## config.mk

```make
export PLATFORM = sky130hd
export DESIGN_NAME = ecg_result_uart_tx
export DESIGN_NICKNAME = d
export VERILOG_FILES = /design/src/rtl/ecg_result_uart_tx.sv
export SDC_FILE = /design/constraint.sdc
export NUM_CORES = 1
export LEC_CHECK = 0
export BUFFER_PORTS_ARGS = -buffer_cell sky130_fd_sc_hd__buf_4
export CAP_MARGIN = 20
export CORE_MARGIN = 2
export CORE_UTILIZATION = 61
export CTS_CLUSTER_DIAMETER = 50
export DETAILED_ROUTE_END_ITERATION = 16
export PLACE_DENSITY = 0.84
export SKIP_LAST_GASP = 1
export SLEW_MARGIN = 20
export SYNTH_ARGS = -nofsm -noshare
export SYNTH_HDL_FRONTEND = slang
export SYNTH_SLANG_ARGS = --single-unit
```

## constraint.sdc

```tcl
create_clock -name clk -period 4.1 [get_ports clk]
set_clock_uncertainty 0.05 [all_clocks]
set_input_delay 0.41 -clock clk [delete_from_list [all_inputs] [get_ports clk]]
set_output_delay 0.41 -clock clk [all_outputs]
set_load 0.005 [all_outputs]
```

## src/rtl/ecg_result_uart_tx.sv

```systemverilog
// ECG FIR result output stage: valid tracking, 16-bit saturation, result FIFO
// and 8N1 UART transmitter sending 3-byte frames (0xA5, sample MSB, sample LSB).
module ecg_result_uart_tx #(
   parameter int unsigned IN_WIDTH     = 38,
   parameter int unsigned OUT_WIDTH    = 16,
   parameter int unsigned LATENCY      = 9,
   parameter int unsigned FIFO_DEPTH   = 16,
   parameter int unsigned CLKS_PER_BIT = 868
) (
   input  logic                          clk,
   input  logic                          rst,
   input  logic                          sample_valid,
   input  logic [IN_WIDTH-1:0]           y_in,
   output logic                          tx,
   output logic                          busy,
   output logic [$clog2(FIFO_DEPTH):0]   fifo_level,
   output logic [7:0]                    overflow_cnt
);

   localparam int unsigned AW = $clog2(FIFO_DEPTH);
   localparam int unsigned LW = AW + 1;
   localparam int unsigned BW = (CLKS_PER_BIT > 1) ? $clog2(CLKS_PER_BIT) : 1;
   localparam logic [BW-1:0] BAUD_LAST = BW'(CLKS_PER_BIT - 1);
   localparam logic [7:0] SYNC_BYTE = 8'hA5;
   localparam logic signed [IN_WIDTH-1:0] SAT_HI = IN_WIDTH'((2 ** (OUT_WIDTH - 1)) - 1);
   localparam logic signed [IN_WIDTH-1:0] SAT_LO = ~SAT_HI;

   typedef enum logic [1:0] {IDLE, START, DATA, STOP} state_t;

   // Valid delay line matched to the filter latency
   logic [LATENCY-1:0] vld_q;
   logic               tap_c;

   generate
      if (LATENCY == 1) begin : g_dl1
         always_ff @(posedge clk or posedge rst) begin
            if (rst) vld_q <= '0;
            else     vld_q <= sample_valid;
         end
      end else begin : g_dln
         always_ff @(posedge clk or posedge rst) begin
            if (rst) vld_q <= '0;
            else     vld_q <= {vld_q[LATENCY-2:0], sample_valid};
         end
      end
   endgenerate

   assign tap_c = vld_q[LATENCY-1];

   // Saturate the wide filter result to the transmitted sample width
   logic signed [IN_WIDTH-1:0]  y_s;
   logic        [OUT_WIDTH-1:0] sat_word_c;

   assign y_s = $signed(y_in);

   always_comb begin
      sat_word_c = y_in[OUT_WIDTH-1:0];
      if (y_s > SAT_HI)      sat_word_c = {1'b0, {(OUT_WIDTH-1){1'b1}}};
      else if (y_s < SAT_LO) sat_word_c = {1'b1, {(OUT_WIDTH-1){1'b0}}};
   end

   // Result FIFO; a full FIFO still accepts a push when a pop happens the same cycle
   logic [OUT_WIDTH-1:0] mem_q [FIFO_DEPTH];
   logic [AW-1:0]        wr_ptr_q, rd_ptr_q;
   logic [LW-1:0]        level_q;
   logic [7:0]           ovf_q;
   state_t               state_q, state_d;
   logic                 pop_c, push_c, drop_c;

   assign pop_c  = (state_q == IDLE) && (level_q != '0);
   assign push_c = tap_c && ((level_q != LW'(FIFO_DEPTH)) || pop_c);
   assign drop_c = tap_c && !push_c;

   always_ff @(posedge clk or posedge rst) begin
      if (rst) begin
         wr_ptr_q <= '0;
         rd_ptr_q <= '0;
         level_q  <= '0;
         ovf_q    <= '0;
      end else begin
         if (push_c) wr_ptr_q <= wr_ptr_q + AW'(1);
         if (pop_c)  rd_ptr_q <= rd_ptr_q + AW'(1);
         level_q <= level_q + LW'(push_c) - LW'(pop_c);
         if (drop_c && (ovf_q != 8'hFF)) ovf_q <= ovf_q + 8'd1;
      end
   end

   always_ff @(posedge clk) begin
      if (push_c) mem_q[wr_ptr_q] <= sat_word_c;
   end

   // UART transmitter
   logic [1:0]           byte_idx_q, byte_idx_d;
   logic [2:0]           bit_idx_q, bit_idx_d;
   logic [BW-1:0]        baud_q, baud_d;
   logic [OUT_WIDTH-1:0] word_q, word_d;
   logic                 tx_q, tx_d;
   logic                 busy_q, busy_d;
   logic [7:0]           cur_byte_c;
   logic                 baud_wrap_c;

   always_ff @(posedge clk or posedge rst) begin
      if (rst) begin
         state_q    <= IDLE;
         byte_idx_q <= '0;
         bit_idx_q  <= '0;
         baud_q     <= '0;
         word_q     <= '0;
         tx_q       <= 1'b1;
         busy_q     <= 1'b0;
      end else begin
         state_q    <= state_d;
         byte_idx_q <= byte_idx_d;
         bit_idx_q  <= bit_idx_d;
         baud_q     <= baud_d;
         word_q     <= word_d;
         tx_q       <= tx_d;
         busy_q     <= busy_d;
      end
   end

   always_comb begin
      state_d     = state_q;
      byte_idx_d  = byte_idx_q;
      bit_idx_d   = bit_idx_q;
      baud_d      = baud_q;
      word_d      = word_q;
      tx_d        = tx_q;
      busy_d      = busy_q;
      baud_wrap_c = (baud_q == BAUD_LAST);

      case (byte_idx_q)
         2'd0:    cur_byte_c = SYNC_BYTE;
         2'd1:    cur_byte_c = word_q[15:8];
         default: cur_byte_c = word_q[7:0];
      endcase

      case (state_q)
         IDLE: begin
            tx_d   = 1'b1;
            busy_d = 1'b0;
            if (pop_c) begin
               state_d    = START;
               word_d     = mem_q[rd_ptr_q];
               byte_idx_d = 2'd0;
               baud_d     = '0;
               tx_d       = 1'b0;
               busy_d     = 1'b1;
            end
         end
         START: begin
            baud_d = baud_q + BW'(1);
            if (baud_wrap_c) begin
               baud_d    = '0;
               state_d   = DATA;
               bit_idx_d = 3'd0;
               tx_d      = cur_byte_c[0];
            end
         end
         DATA: begin
            baud_d = baud_q + BW'(1);
            if (baud_wrap_c) begin
               baud_d = '0;
               if (bit_idx_q == 3'd7) begin
                  state_d = STOP;
                  tx_d    = 1'b1;
               end else begin
                  bit_idx_d = bit_idx_q + 3'd1;
                  tx_d      = cur_byte_c[bit_idx_q + 3'd1];
               end
            end
         end
         default: begin
            baud_d = baud_q + BW'(1);
            if (baud_wrap_c) begin
               baud_d = '0;
               if (byte_idx_q < 2'd2) begin
                  byte_idx_d = byte_idx_q + 2'd1;
                  state_d    = START;
                  tx_d       = 1'b0;
               end else begin
                  state_d = IDLE;
                  tx_d    = 1'b1;
                  busy_d  = 1'b0;
               end
            end
         end
      endcase
   end

   assign tx           = tx_q;
   assign busy         = busy_q;
   assign fifo_level   = level_q;
   assign overflow_cnt = ovf_q;

endmodule

```

==> results.json <==
{
  "outcome": "finished clean",
  "crit_chain": "inv_1 -> ha_1 -> nor4b_1 -> nand2b_1 -> buf_4 -> inv_1 -> ha_1 -> inv_1 -> ha_1 -> inv_1 -> fa_1 -> inv_1 -> a21oi_1 -> nor2_1 -> nor2_1 -> xnor2_1",
  "antenna_found_initial": 0,
  "yosysTopAreaCell": "edfxtp_1",
  "slowest_stage": "nor4b_1",
  "grt_pass1_vias": 7641,
  "finalNetCount": 904,
  "synth_simple_gate_area_frac": 0.0554,
  "die_w_um": 150,
  "cts_inserted_buffers": 31,
  "synth_fa_ha_area_frac": 0.0216,
  "cp_data_arrival_time_ns": 3.70,
  "post_cts_buffers": 0,
  "diodes": 0,
  "critPathRequiredTime_ns": 4.47,
  "synthXorXnorAreaFrac": 0.0134,
  "clockBufferDepth": 3,
  "cp-end-kind": "flip-flop",
  "post_cts_resized": 0,
  "synth_nets": 821,
  "leakagePower_nw": 5.31,
  "start_util": 0.623,
  "via_per_inst": 6.40,
  "ys_top_cells_by_area": "edfxtp_1 (59%), dfrtp_1 (12%), mux4_2 (11%)",
  "hold_slack_ns": 0.160,
  "die_h_um": 150,
  "fin_tns_setup_ns": 0,
  "synthesis.area_sq_um": 13100,
  "crit_type": "flip-flop to flip-flop",
  "hold_viol_final": 0,
  "synthCells": 758,
  "finalSetupViolCount": 0,
  "routed_wl_um": 28200,
  "maxCapViolations": 0,
  "synth.avg_cell_area_sq_um": 17.3,
  "area_delta_synth_final_pct": 14.2,
  "dr_total_vias": 7300,
  "hold_path_class": "input port to flip-flop",
  "drive_gt1_frac": 0.238,
  "htree_levels": 1,
  "clock_latency_ns": 0.55,
  "hpwlAfterDp_um": 16800,
  "synth_compound_area_frac": 0.0391,
  "synth_mux_area_frac": 0.142,
  "fin_crit_sh": 0.810,
  "clkTransAtPathRegs_ns": 0.06,
  "drc": 0,
  "yosysUniqueCellTypes": 47,
  "maxSlewViolCount": 0,
  "cp_max_fo": 21,
  "slew_headroom": 0.452,
  "final_antenna_net_count": 0,
  "ys_seq_area_frac": 0.712,
  "critPathLaunchType": "flip-flop",
  "overflow": 0,
  "wl_per_cell_um": 24.7,
  "synth_top_family_by_area": "multiplexers",
  "routabilityCongestion": 0.869,
  "rsz0062_at_grt": "no",
  "placementRows": 53,
  "cts-root-buf": "clkbuf_16",
  "ir_drop_v": 0.000521,
  "clock-sinks": 321,
  "yosysTopAreaCellShare": 0.587,
  "initialDrtViolationCount": 682,
  "ys_warn_count": 0,
  "worstMarginPinSlew_ns": 0.822,
  "first_pass_iters": 5,
  "min_period_ns": 3.32,
  "fp.dieArea_sq_um": 22600,
  "critical-path-max-stage-delay_ns": 0.45,
  "fmax_mhz": 301,
  "pin_count": 56,
  "grt_pass1_wl_um": 43900,
  "cts_tree": "yes",
  "coreArea_sq_um": 21000,
  "power_density_nw_per_um2": 660,
  "path_common_cell": "inv_1",
  "grtUsageTotal": 0.264,
  "ys_ff_latch": 321,
  "grt_start_max_net_pins": 37,
  "port_buffers": 55
}
repair_timing:
action                                  in CTS  in global routing
endpoints found under the hold margin       36                  0
endpoints found under the setup margin       0                  0
hold buffers                                 2                  0
kinds of logic (layout without fill, tap and decap cells):
family / after synthesis / count (layout)
flip-flops: 321 / 321
AND/OR/NAND/NOR: 155 / 155
multiplexers: 103 / 103
AO/OA/AOI/OAI: 83 / 83
buffers and inverters: 54 / 161
adder cells (fa/ha/maj): 22 / 22
XOR/XNOR: 20 / 20
where the power goes:
group / switching, W / leakage [nW] / internal (W)
Sequential: 0.000418 / 3.10 / 0.00401
Clock: 0.00117 / 0.473 / 0.00157
Combinational: 0.00142 / 1.74 / 0.00127
sequential cells by signal, indices dropped and copies added (netlist names):
signal / cells
overflow_cnt: 8
fifo_level: 5
mem_q: 256
wr_ptr_q: 4
state_q: 2
rd_ptr_q: 4
tx: 1
busy: 1
bit_idx_q: 3
byte_idx_q: 2
baud_q: 10
vld_q: 9
word_q: 16
layer usage:
| layer | global-route usage | part of all wire | wire [um] | up-vias |
|---|---|---|---|---|
| met5 | 0 | 0 | 0 | - |
| met4 | 0.0892 | 0.035 | 982 | 0 |
| met3 | 0.0382 | 0.076 | 2150 | 68 |
| met2 | 0.451 | 0.51 | 14300 | 372 |
| met1 | 0.353 | 0.38 | 10700 | 3748 |
| li1 | - | - | - | 3112 |
layout make-up:
class                   count  area (sq um)
inverters                  20          75.1
well taps                 275           344
multi-input cells         383          3580
flip-flops and latches    321          9320
clock buffers              35           791
repair buffers             84           648
clock inverters            22           180
fillers                  1243          6080
cells in the final DEF (no fill, tap or decap), drive strengths merged, types with 4 or more instances in the layout:
cell type	n
edfxtp	256
buf	82
mux4	66
nand2	64
dfrtp	64
nor2	38
o21ai	36
clkbuf	35
mux2i	33
a21oi	24
inv	22
ha	21
xnor2	17
clkinv	16
nand4	13
nand2b	6
a22o	6
nor4	6
nor3	6
and3	5
nand3	5
mux2	4
metrics by stage:
stage / instances / area, sq um / util / setup WS [ns] / power, W
floorplan: 758 / 13100 / - / 0.816 / 0.00628
global placement: 1081 / 14000 / 0.664 / 0.958 / 0.00698
detailed placement: 1081 / 14000 / 0.664 / 0.838 / 0.00716
CTS: 1140 / 14900 / 0.711 / 0.794 / 0.00991
global route: 1140 / 14900 / 0.711 / 0.378 / 0.0103
finish: 1140 / 14900 / 0.711 / 0.778 / 0.00986
critical path: cells and delay by family (launching register included):
kind / cells / cell delay (ns)
AO/OA/AOI/OAI: 1 / 0.07
adder cells (fa/ha/maj): 4 / 1.04
AND/OR/NAND/NOR: 4 / 0.78
buffers and inverters: 6 / 0.75
XOR/XNOR: 1 / 0.12
flip-flops: 1 / 0.39
Yosys cell counts, drive strengths merged:
library cell  count
a2111oi           1
a21boi            1
a21o              2
a21oi            24
a221o             3
a221oi            2
a22o              6
a311o             1
a311oi            1
a31oi             1
and2              3
and3              5
and4              1
buf              13
clkbuf           21
dfrtp            64
dfstp             1
edfxtp          256
fa                1
ha               21
inv              20
mux2              4
mux2i            33
mux4             66
nand2            64
nand2b            6
nand3             5
nand4            13
nor2             38
nor2b             1
nor3              6
nor3b             1
nor4              6
nor4b             1
o21ai            36
o31ai             2
o41ai             3
or3               2
or4               3
xnor2            17
xor2              3
path summary, 6_finish.rpt:
kind	startpoint	endpoint	slack [ns]	depth (start not counted)
hold reg to reg	vld_q[6]$_DFF_PP0_	vld_q[7]$_DFF_PP0_	0.30	0
min in group asynchronous	rst	overflow_cnt[4]$_DFFE_PP0P_	0.50	3
setup reg to reg	fifo_level[2]$_DFF_PP0_	fifo_level[4]$_DFF_PP0_	0.78	16
max in group asynchronous	rst	tx$_DFFE_PP1P_	2.56	4
hold / removal	y_in[37]	mem_q[4][15]$_DFFE_PP_	0.16	1
setup / recovery	fifo_level[2]$_DFF_PP0_	fifo_level[4]$_DFF_PP0_	0.78	16
(Power assumes the default switching activity.)
